### config.mk
export PLATFORM = sky130hd
export DESIGN_NAME = cofre_multi_flat
export DESIGN_NICKNAME = d
export VERILOG_FILES = /design/src/rtl/cofre_if.sv /design/src/rtl/cofre_multi.sv /design/src/flat_wrapper.sv
export SDC_FILE = /design/constraint.sdc
export NUM_CORES = 1
export LEC_CHECK = 0
export ABC_AREA = 1
export CAP_MARGIN = 20
export CORE_MARGIN = 2
export CORE_UTILIZATION = 50
export CTS_CLUSTER_SIZE = 12
export DETAILED_ROUTE_END_ITERATION = 8
export PLACE_DENSITY = 0.7
export SLEW_MARGIN = 20
export SYNTH_ARGS = -nofsm -noshare
export SYNTH_HDL_FRONTEND = slang
export SYNTH_SLANG_ARGS = --single-unit
### constraint.sdc
create_clock -name clk -period 2.4 [get_ports clk]
set_input_delay 0.48 -clock clk [delete_from_list [all_inputs] [get_ports clk]]
set_output_delay 0.48 -clock clk [all_outputs]
set_load 0.05 [all_outputs]
### src/rtl/cofre_if.sv
// Keypad/sensor inputs and lock/display outputs of the safe controller.
// digit_valid is a one-cycle strobe with no ready: a digit offered outside CLOSED/PROG is dropped.
interface cofre_if #(
  parameter int DIGIT_W   = 4,
  parameter int N_DIGITS  = 4,
  parameter int MAX_TRIES = 3
);
  localparam int ERR_W = $clog2(MAX_TRIES + 1);
  localparam int DIG_W = $clog2(N_DIGITS + 1);

  logic               digit_valid;
  logic [DIGIT_W-1:0] digit;
  logic               close_req;
  logic               remote_mode;
  logic               remote_open;
  logic               pin_ok;
  logic               master_key;
  logic               prog_req;

  logic               close;
  logic [2:0]         state;
  logic [ERR_W-1:0]   err_count;
  logic [DIG_W-1:0]   digits_in;
  logic               pwd_ok;
  logic               pwd_fail;
  logic               alarm;

  modport master (
    output digit_valid, digit, close_req, remote_mode, remote_open, pin_ok, master_key, prog_req,
    input  close, state, err_count, digits_in, pwd_ok, pwd_fail, alarm
  );

  modport slave (
    input  digit_valid, digit, close_req, remote_mode, remote_open, pin_ok, master_key, prog_req,
    output close, state, err_count, digits_in, pwd_ok, pwd_fail, alarm
  );
endinterface

### src/rtl/cofre_multi.sv
// Safe controller: serial password entry, attempt limit with timed lockout, and
// in-field password programming. The state register doubles as the debug view.
module cofre_multi #(
  parameter int                         DIGIT_W        = 4,
  parameter int                         N_DIGITS       = 4,
  parameter int                         MAX_TRIES      = 3,
  parameter int                         LOCKOUT_CYCLES = 1024,
  parameter logic [DIGIT_W*N_DIGITS-1:0] SECRET_INIT   = 16'h1234
) (
  input  logic    clk,
  input  logic    reset,
  cofre_if.slave  bus
);
  localparam int PW_W  = DIGIT_W * N_DIGITS;
  localparam int ERR_W = $clog2(MAX_TRIES + 1);
  localparam int DIG_W = $clog2(N_DIGITS + 1);
  localparam int LCK_W = $clog2(LOCKOUT_CYCLES + 1);

  localparam logic [2:0] S_OPEN    = 3'd0;
  localparam logic [2:0] S_CLOSED  = 3'd1;
  localparam logic [2:0] S_REMOTE  = 3'd2;
  localparam logic [2:0] S_LOCKOUT = 3'd3;
  localparam logic [2:0] S_PROG    = 3'd4;

  logic [2:0]       state_q, state_d;
  logic [ERR_W-1:0] err_q, err_d;
  logic [DIG_W-1:0] dig_q, dig_d;
  logic [PW_W-1:0]  buf_q, buf_d;
  logic [PW_W-1:0]  secret_q, secret_d;
  logic [LCK_W-1:0] lock_q, lock_d;
  logic             ok_q, ok_d;
  logic             fail_q, fail_d;
  logic             close_q, alarm_q;

  logic [PW_W-1:0]  new_buf;
  logic             last_digit;

  assign new_buf    = (buf_q << DIGIT_W) | PW_W'(bus.digit);
  assign last_digit = bus.digit_valid && (dig_q == DIG_W'(N_DIGITS - 1));

  always_comb begin
    state_d  = state_q;
    err_d    = err_q;
    dig_d    = dig_q;
    buf_d    = buf_q;
    secret_d = secret_q;
    lock_d   = lock_q;
    ok_d     = 1'b0;
    fail_d   = 1'b0;

    case (state_q)
      S_OPEN: begin
        if (bus.prog_req)
          state_d = S_PROG;
        else if (bus.close_req && bus.pin_ok)
          state_d = bus.remote_mode ? S_REMOTE : S_CLOSED;
      end
      S_CLOSED: begin
        if (last_digit) begin
          dig_d = '0;
          buf_d = '0;
          if (new_buf == secret_q) begin
            ok_d = 1'b1;
            if (bus.pin_ok) begin
              state_d = S_OPEN;
              err_d   = '0;
            end
          end else begin
            fail_d = 1'b1;
            err_d  = err_q + 1'b1;
            // err_q never exceeds MAX_TRIES-1 here, so the increment saturates at MAX_TRIES.
            if (err_q == ERR_W'(MAX_TRIES - 1)) begin
              state_d = S_LOCKOUT;
              lock_d  = LCK_W'(LOCKOUT_CYCLES);
            end
          end
        end else if (bus.digit_valid) begin
          dig_d = dig_q + 1'b1;
          buf_d = new_buf;
        end
      end
      S_REMOTE: begin
        if (bus.remote_open)
          state_d = S_OPEN;
      end
      S_LOCKOUT: begin
        lock_d = lock_q - 1'b1;
        if (lock_q == LCK_W'(1)) begin
          state_d = S_CLOSED;
          err_d   = '0;
        end
      end
      S_PROG: begin
        if (bus.close_req) begin
          state_d = S_OPEN;
        end else if (last_digit) begin
          secret_d = new_buf;
          ok_d     = 1'b1;
          state_d  = S_OPEN;
        end else if (bus.digit_valid) begin
          dig_d = dig_q + 1'b1;
          buf_d = new_buf;
        end
      end
      default: state_d = S_OPEN;
    endcase

    if (state_d != state_q) begin
      buf_d = '0;
      dig_d = '0;
    end

    if (bus.master_key) begin
      state_d = S_OPEN;
      err_d   = '0;
      dig_d   = '0;
      buf_d   = '0;
      lock_d  = '0;
      ok_d    = 1'b0;
      fail_d  = 1'b0;
    end
  end

  always_ff @(posedge clk or negedge reset) begin
    if (!reset) begin
      state_q  <= S_OPEN;
      err_q    <= '0;
      dig_q    <= '0;
      buf_q    <= '0;
      secret_q <= SECRET_INIT;
      lock_q   <= '0;
      ok_q     <= 1'b0;
      fail_q   <= 1'b0;
      close_q  <= 1'b0;
      alarm_q  <= 1'b0;
    end else begin
      state_q  <= state_d;
      err_q    <= err_d;
      dig_q    <= dig_d;
      buf_q    <= buf_d;
      secret_q <= secret_d;
      lock_q   <= lock_d;
      ok_q     <= ok_d;
      fail_q   <= fail_d;
      close_q  <= (state_d == S_CLOSED) || (state_d == S_REMOTE) || (state_d == S_LOCKOUT);
      alarm_q  <= (state_d == S_LOCKOUT);
    end
  end

  assign bus.state     = state_q;
  assign bus.close     = close_q;
  assign bus.err_count = err_q;
  assign bus.digits_in = dig_q;
  assign bus.pwd_ok    = ok_q;
  assign bus.pwd_fail  = fail_q;
  assign bus.alarm     = alarm_q;
endmodule

### src/flat_wrapper.sv
// flat-port wrapper written by rule: the top's interface ports become plain ports
module cofre_multi_flat 
#(
  parameter int                         DIGIT_W        = 4,
  parameter int                         N_DIGITS       = 4,
  parameter int                         MAX_TRIES      = 3,
  parameter int                         LOCKOUT_CYCLES = 1024,
  parameter logic [DIGIT_W*N_DIGITS-1:0] SECRET_INIT   = 16'h1234
)
  (clk, reset, bus_digit_valid, bus_digit, bus_close_req, bus_remote_mode, bus_remote_open, bus_pin_ok, bus_master_key, bus_prog_req, bus_close, bus_state, bus_err_count, bus_digits_in, bus_pwd_ok, bus_pwd_fail, bus_alarm);
  cofre_if #(.DIGIT_W(DIGIT_W), .N_DIGITS(N_DIGITS), .MAX_TRIES(MAX_TRIES)) bus_i ();
  input  logic clk;
  input  logic reset;
  input wire logic [$bits(bus_i.digit_valid)-1:0] bus_digit_valid;
  input wire logic [$bits(bus_i.digit)-1:0] bus_digit;
  input wire logic [$bits(bus_i.close_req)-1:0] bus_close_req;
  input wire logic [$bits(bus_i.remote_mode)-1:0] bus_remote_mode;
  input wire logic [$bits(bus_i.remote_open)-1:0] bus_remote_open;
  input wire logic [$bits(bus_i.pin_ok)-1:0] bus_pin_ok;
  input wire logic [$bits(bus_i.master_key)-1:0] bus_master_key;
  input wire logic [$bits(bus_i.prog_req)-1:0] bus_prog_req;
  output wire logic [$bits(bus_i.close)-1:0] bus_close;
  output wire logic [$bits(bus_i.state)-1:0] bus_state;
  output wire logic [$bits(bus_i.err_count)-1:0] bus_err_count;
  output wire logic [$bits(bus_i.digits_in)-1:0] bus_digits_in;
  output wire logic [$bits(bus_i.pwd_ok)-1:0] bus_pwd_ok;
  output wire logic [$bits(bus_i.pwd_fail)-1:0] bus_pwd_fail;
  output wire logic [$bits(bus_i.alarm)-1:0] bus_alarm;
  assign bus_i.digit_valid = bus_digit_valid;
  assign bus_i.digit = bus_digit;
  assign bus_i.close_req = bus_close_req;
  assign bus_i.remote_mode = bus_remote_mode;
  assign bus_i.remote_open = bus_remote_open;
  assign bus_i.pin_ok = bus_pin_ok;
  assign bus_i.master_key = bus_master_key;
  assign bus_i.prog_req = bus_prog_req;
  assign bus_close = bus_i.close;
  assign bus_state = bus_i.state;
  assign bus_err_count = bus_i.err_count;
  assign bus_digits_in = bus_i.digits_in;
  assign bus_pwd_ok = bus_i.pwd_ok;
  assign bus_pwd_fail = bus_i.pwd_fail;
  assign bus_alarm = bus_i.alarm;
  cofre_multi #(.DIGIT_W(DIGIT_W), .N_DIGITS(N_DIGITS), .MAX_TRIES(MAX_TRIES), .LOCKOUT_CYCLES(LOCKOUT_CYCLES), .SECRET_INIT(SECRET_INIT)) u_core (.clk(clk), .reset(reset), .bus(bus_i));
endmodule
### Word-level counts from Yosys, hierarchy flattened

Index checks and enable logic that the tools add are counted.

* register bits: 55
* bits in latches: 0
* memory bits (writable): 0
* bits in read-only memories: 0
* bits of input ports: 13
* memories kept: 0

* add/subtract/negate cells: 3
* $mul: 0
* div/mod/pow operators: 0
* $lt $le $gt $ge: 0
* equal/unequal tests: 19
* shift operators: 0
* muxes and demuxes: 48
* bitwise gates (word level): 2
* reduce and logical (&&, ||, !) cells: 11

Operators by type and width (number)
* $mux W16: 6
* $mux W3: 17
* $mux W11: 4
* $pmux W16 S2: 1
* $pmux W11 S2: 1
* $eq A16 B16 Y1: 1
* $or A16 B4 Y16: 1
* $eq A3 B2 Y1 const B: 5
* $pmux W3 S5: 1
* $mux W2: 6
* $eq A11 B1 Y1 const B: 1
* $sub A11 B1 Y11 const B: 1
* $mux W1: 9
* $ne A3 B2 Y1 const B: 3
* $ne A4 B4 Y1 const B: 2
* $reduce_and A4 Y1: 2
* $eq A3 B1 Y1 const B: 2
* $pmux W3 S2: 1
* $reduce_and A3 Y1: 2
* $ne A4 B3 Y1 const B: 1
* $pmux W2 S2: 1
* $reduce_bool A4 Y1: 1
* $add A3 B1 Y3 const B: 1
* $eq A3 B3 Y1 const B: 1
* 10 further kinds: 12

### Depth between registers and ports, before layout

* depth in word-level cells: 9
* mapped depth: 14
* depth with buffers taken out: 14

### Worst setup path before layout

No wires, ideal clock.

* kind: reg-to-reg
* start: register u_core.dig_q[0], in the netlist u_core.bus.digits_in[0]
* end: register u_core.dig_q[0], in the netlist u_core.bus.digits_in[0]
* data arrival time: 2083 ps
* required time: 2333 ps
* slack: 250 ps
* cell stages (with the launch flop): 14
* path buffers: 1
* cell sequence: dfrtp_1 -> ha_1 -> ha_1 -> nand2_2 -> inv_1 -> nand2_1 -> nor2_2 -> nand2_1 -> nand3_1 -> nand3_2 -> nor2_4 -> buf_6 -> nand3_1 -> nand2_1

* word-level cells in the longest chain between the ends: 8

Ends and longest elaborated chain
* start: declaration: RTL line cofre_multi.sv:27 `logic [DIG_W-1:0] dig_q, dig_d;`
* start signal: assignment: RTL line cofre_multi.sv:139 `dig_q <= dig_d;`
* $eq A3 B2 Y1: RTL line cofre_multi.sv:39 `assign last_digit = bus.digit_valid && (dig_q == DIG_W'(N_DIGITS - 1));`
* $logic_and A1 B1 Y1: RTL line cofre_multi.sv:39
* $mux W3: RTL line cofre_multi.sv:96 `end else if (last_digit) begin`
* $mux W3: RTL line cofre_multi.sv:94 `if (bus.close_req) begin`
* $pmux W3 S5: RTL line cofre_multi.sv:51 `case (state_q)`
* $ne A3 B3 Y1: RTL line cofre_multi.sv:108 `if (state_d != state_q) begin`
* $ne A4 B4 Y1 (no source line) (tied with other cells)
* $reduce_and A3 Y1 (no source line) or $mux W3 (tied branches)

Several ways; a longest one is shown, not always the timed one. The select of a mux whose other input is x is not followed.
A chain may end at the register's enable or synchronous reset.

### Final worst setup path

* start: register u_core.state_q[0], in the netlist u_core.bus.state[0]
* end: output port bus_state[0]

RTL lines
* start: declaration: RTL line cofre_multi.sv:25 `logic [2:0] state_q, state_d;`
* start signal: assignment: RTL line cofre_multi.sv:137 `state_q <= state_d;`
* end: declaration: RTL line flat_wrapper.sv:23 `output wire logic [$bits(bus_i.state)-1:0] bus_state;`

No word-level cell between the ends.

==> run summary <==
GR Overflow Total: 0
Reg2reg end: u_core.buf_q[10]
Routed length per instance: 12.1 microns
Clk slew on worst S/H paths: 0.09 ns
Final WL: 6450 microns
Antenna Cells: 0
Worst Hold Slack: 0.155 ns
Worst Max-Slew Pin Slew: 0.559 ns
P_leak: 1.75 nW
HP Class: in -> async
# hold bufs at CTS: 0
Routability cong.: 0.848
Yosys reg bits: 51
Fin util: 58.8%
Final hold vios: 0
Placed cells: 524
Worst path max stage delay: 0.85 ns
First-pass GRT wire length: 11,200 microns
Final nets: 474
Rel. slew slack: 62.7%
Clk sinks: 51
Max-slew violations: 0
Total CTS buffers: 5
CTS Buffer Depth: 2
WP buf/inv: 1
First-iteration detailed-routing DRC count: 210
Layout cells sized above 1: 9.41%
Final antenna-violating net count: 0
Initial antenna violation count: 0
Sequential area share after synthesis: 41.9%
I/O pin total: 25
Post-CTS setup buffer count: 0
CP delay by family, top: buffers and inverters
Critical path depth: 1
Max Clock Freq: 0.468 GHz
Core ar.: 5920 sq um
Vias: 2,703
Detailed placement HPWL: 4530 microns
Die Footprint: 6770 sq um
Number of global-route vias before repair: 2,571
Unrepaired setup endpoints after global routing: false
Critical-path cell with the highest stage delay: clkdlybuf4s50_1
Largest net degree at the start of global routing: 33
Initial Util: 51.7%
Post-CTS Resized: 0
Fin crit share: 89.0%
Time the worst path needs with I/O delays and setup: 2.14 ns
H-tree depth: 2
Reg power frac: 50.2%
Yosys warnings: 0
Reg2Reg Depth: 13
Syn avg cell area: 7.11 sq um
Placed cell area: 3390 sq um
Place WS: 0.0250 ns
Post-route cell area: 3480 sq um
Register-to-register setup slack: 0.28 ns
DIE WIDTH: 82.3 microns
Comb pwr share: 21.5%
Max-Cap Viols: 0
Fin Setup TNS: 0 ns
CTS Root Cell: clkbuf_8
Via density: 5.08
Clock network fraction of design power: 28.2%
Crit end category: primary output
IO buf count: 24
Outcome: finished, final reports clean
Crit path cell chain: clkdlybuf4s50_1
Crit path max fanout: 8
Die height: 82.3 microns
RR Startpoint: u_core.bus.digits_in[1]
Slack of the critical path: 0.265 ns
Pint: 1.26 mW
Peak VDD IR: 0.286 mV
WP data required: 1.92 ns
Core Rows: 28
Cells after synthesis: 431
Startpoint Class: register
CTS tree: built
Crit path from: u_core.bus.state[0]
Net Switching: 0.563 mW
Critical Path AT: 1.66 ns
Area growth from synthesis to layout: 13.7%
Setup violators final: 0
End of the critical path: bus_state[0]
Later-pin clock latency in the skew report: 0.31 ns
Cell area after synthesis: 3060 sq um
Synth cell types: 32
Total power: 1.82 mW
Number of remaining DRC errors: 0
Pwr dens: 522 nW/um^2
Syn Nets: 449
GRT Overall Usage: 21.4%
Fin cells: 532
Setup CP Type: reg -> out
1st-pass router iterations: 4
Max Clock Skew: 0.0112 ns
Sw Ratio: 30.9%
-- cells in the final DEF (no fill, tap or decap), drive strengths merged --
| cell | instances |
|---|---|
| clkbuf | 7 |
| buf | 8 |
| nand2 | 136 |
| nand4 | 19 |
| o22ai | 2 |
| ha | 5 |
| nor2 | 40 |
| dfstp | 5 |
| a221oi | 1 |
| o21ai | 42 |
| nor4 | 1 |
| inv | 77 |
| o32ai | 1 |
| dfrtp | 46 |
| nand3b | 1 |
| xor2 | 3 |
| xnor2 | 1 |
| nand3 | 26 |
| a21oi | 8 |
| clkdlybuf4s50 | 23 |
| clkinv | 1 |
| o211ai | 1 |
| nor3 | 3 |
-- state kept, by name, indices dropped and copies added (netlist names) --
register,cells
u_core.buf_q,12
u_core.secret_q,16
u_core.bus.pwd_ok,1
u_core.bus.digits_in,3
u_core.lock_q,11
u_core.bus.alarm,1
u_core.bus.err_count,2
u_core.bus.state,3
u_core.bus.close,1
u_core.bus.pwd_fail,1
-- area by class of cell --
class | count | area [sq um]
Sequential cell | 51 | 1280
Multi-Input combinational cell | 290 | 1410
Timing Repair Buffer | 31 | 313
Clock buffer | 7 | 86.3
Inverter | 77 | 289
Tap cell | 75 | 93.8
Clock inverter | 1 | 5.00
Fill cell | 560 | 2440
-- synthesized netlist by cell type --
library cell	count	area [sq um]
nor3_4	1	16.3
nand3_2	2	20.0
nand2_1	131	492
a21oi_4	1	16.3
xor2_1	3	26.3
nor4_1	1	6.26
nor2_4	4	45.0
nor3_1	2	10.0
nand3_1	24	120
a221oi_1	1	8.76
nor2_1	32	120
clkbuf_1	7	26.3
nand3b_1	1	7.51
o22ai_1	2	12.5
o211ai_1	1	7.51
xnor2_1	1	8.76
ha_1	5	62.6
dfstp_2	5	131
o32ai_1	1	8.76
buf_6	3	33.8
nand2_4	1	11.3
a21oi_1	7	35.0
dfrtp_1	46	1150
buf_2	2	10.0
nand2_2	4	25.0
o21ai_1	1	5.00
nor2_2	4	25.0
o21ai_0	41	205
inv_1	71	267
inv_2	6	22.5
nand4_1	19	119
buf_4	1	7.51
-- layer usage --
metal | vias to the layer above | track usage (%) | part of all wire (%)
li1 | 1398 | - | -
met1 | 1248 | 28.4 | 49
met2 | 48 | 35.9 | 46
met3 | 9 | 3.80 | 3.9
met4 | 0 | 6.00 | 1.1
met5 | - | 0 | 0
-- cells by family after synthesis --
logic type / share of synthesized area, %
and+or+nand+nor: 33.2
adders and majority gates: 2.04
buffers and inverters: 12.0
AOI/OAI and AO/OA: 9.76
xor gates and xnor gates: 1.14
DFF: 41.9
-- worst min path at each step --
| stage | startpoint | end | slack (ns) | cells past startpoint |
|---|---|---|---|---|
| after floorplan | reset | u_core.buf_q[0] | 0.18 | 0 |
| after global placement | u_core.secret_q[4] | u_core.secret_q[4] | 0.48 | 2 |
| after detailed placement | reset | u_core.bus.close | 0.50 | 1 |
| after CTS | reset | u_core.bus.state[2] | 0.17 | 1 |
| after global routing | reset | u_core.bus.state[2] | 0.20 | 1 |
| final | reset | u_core.bus.state[2] | 0.15 | 1 |
-- power by group through the flow --
stage,Clock (mW),Combinational (mW),Sequential [mW]
after global routing,0.560,0.442,0.918
final,0.514,0.392,0.914
after detailed placement,0,0.392,0.930
after global placement,0,0.385,0.930
after CTS,0.526,0.394,0.914
after floorplan,0,0.233,0.968
Note: power is estimated with default switching activity, not from simulation.
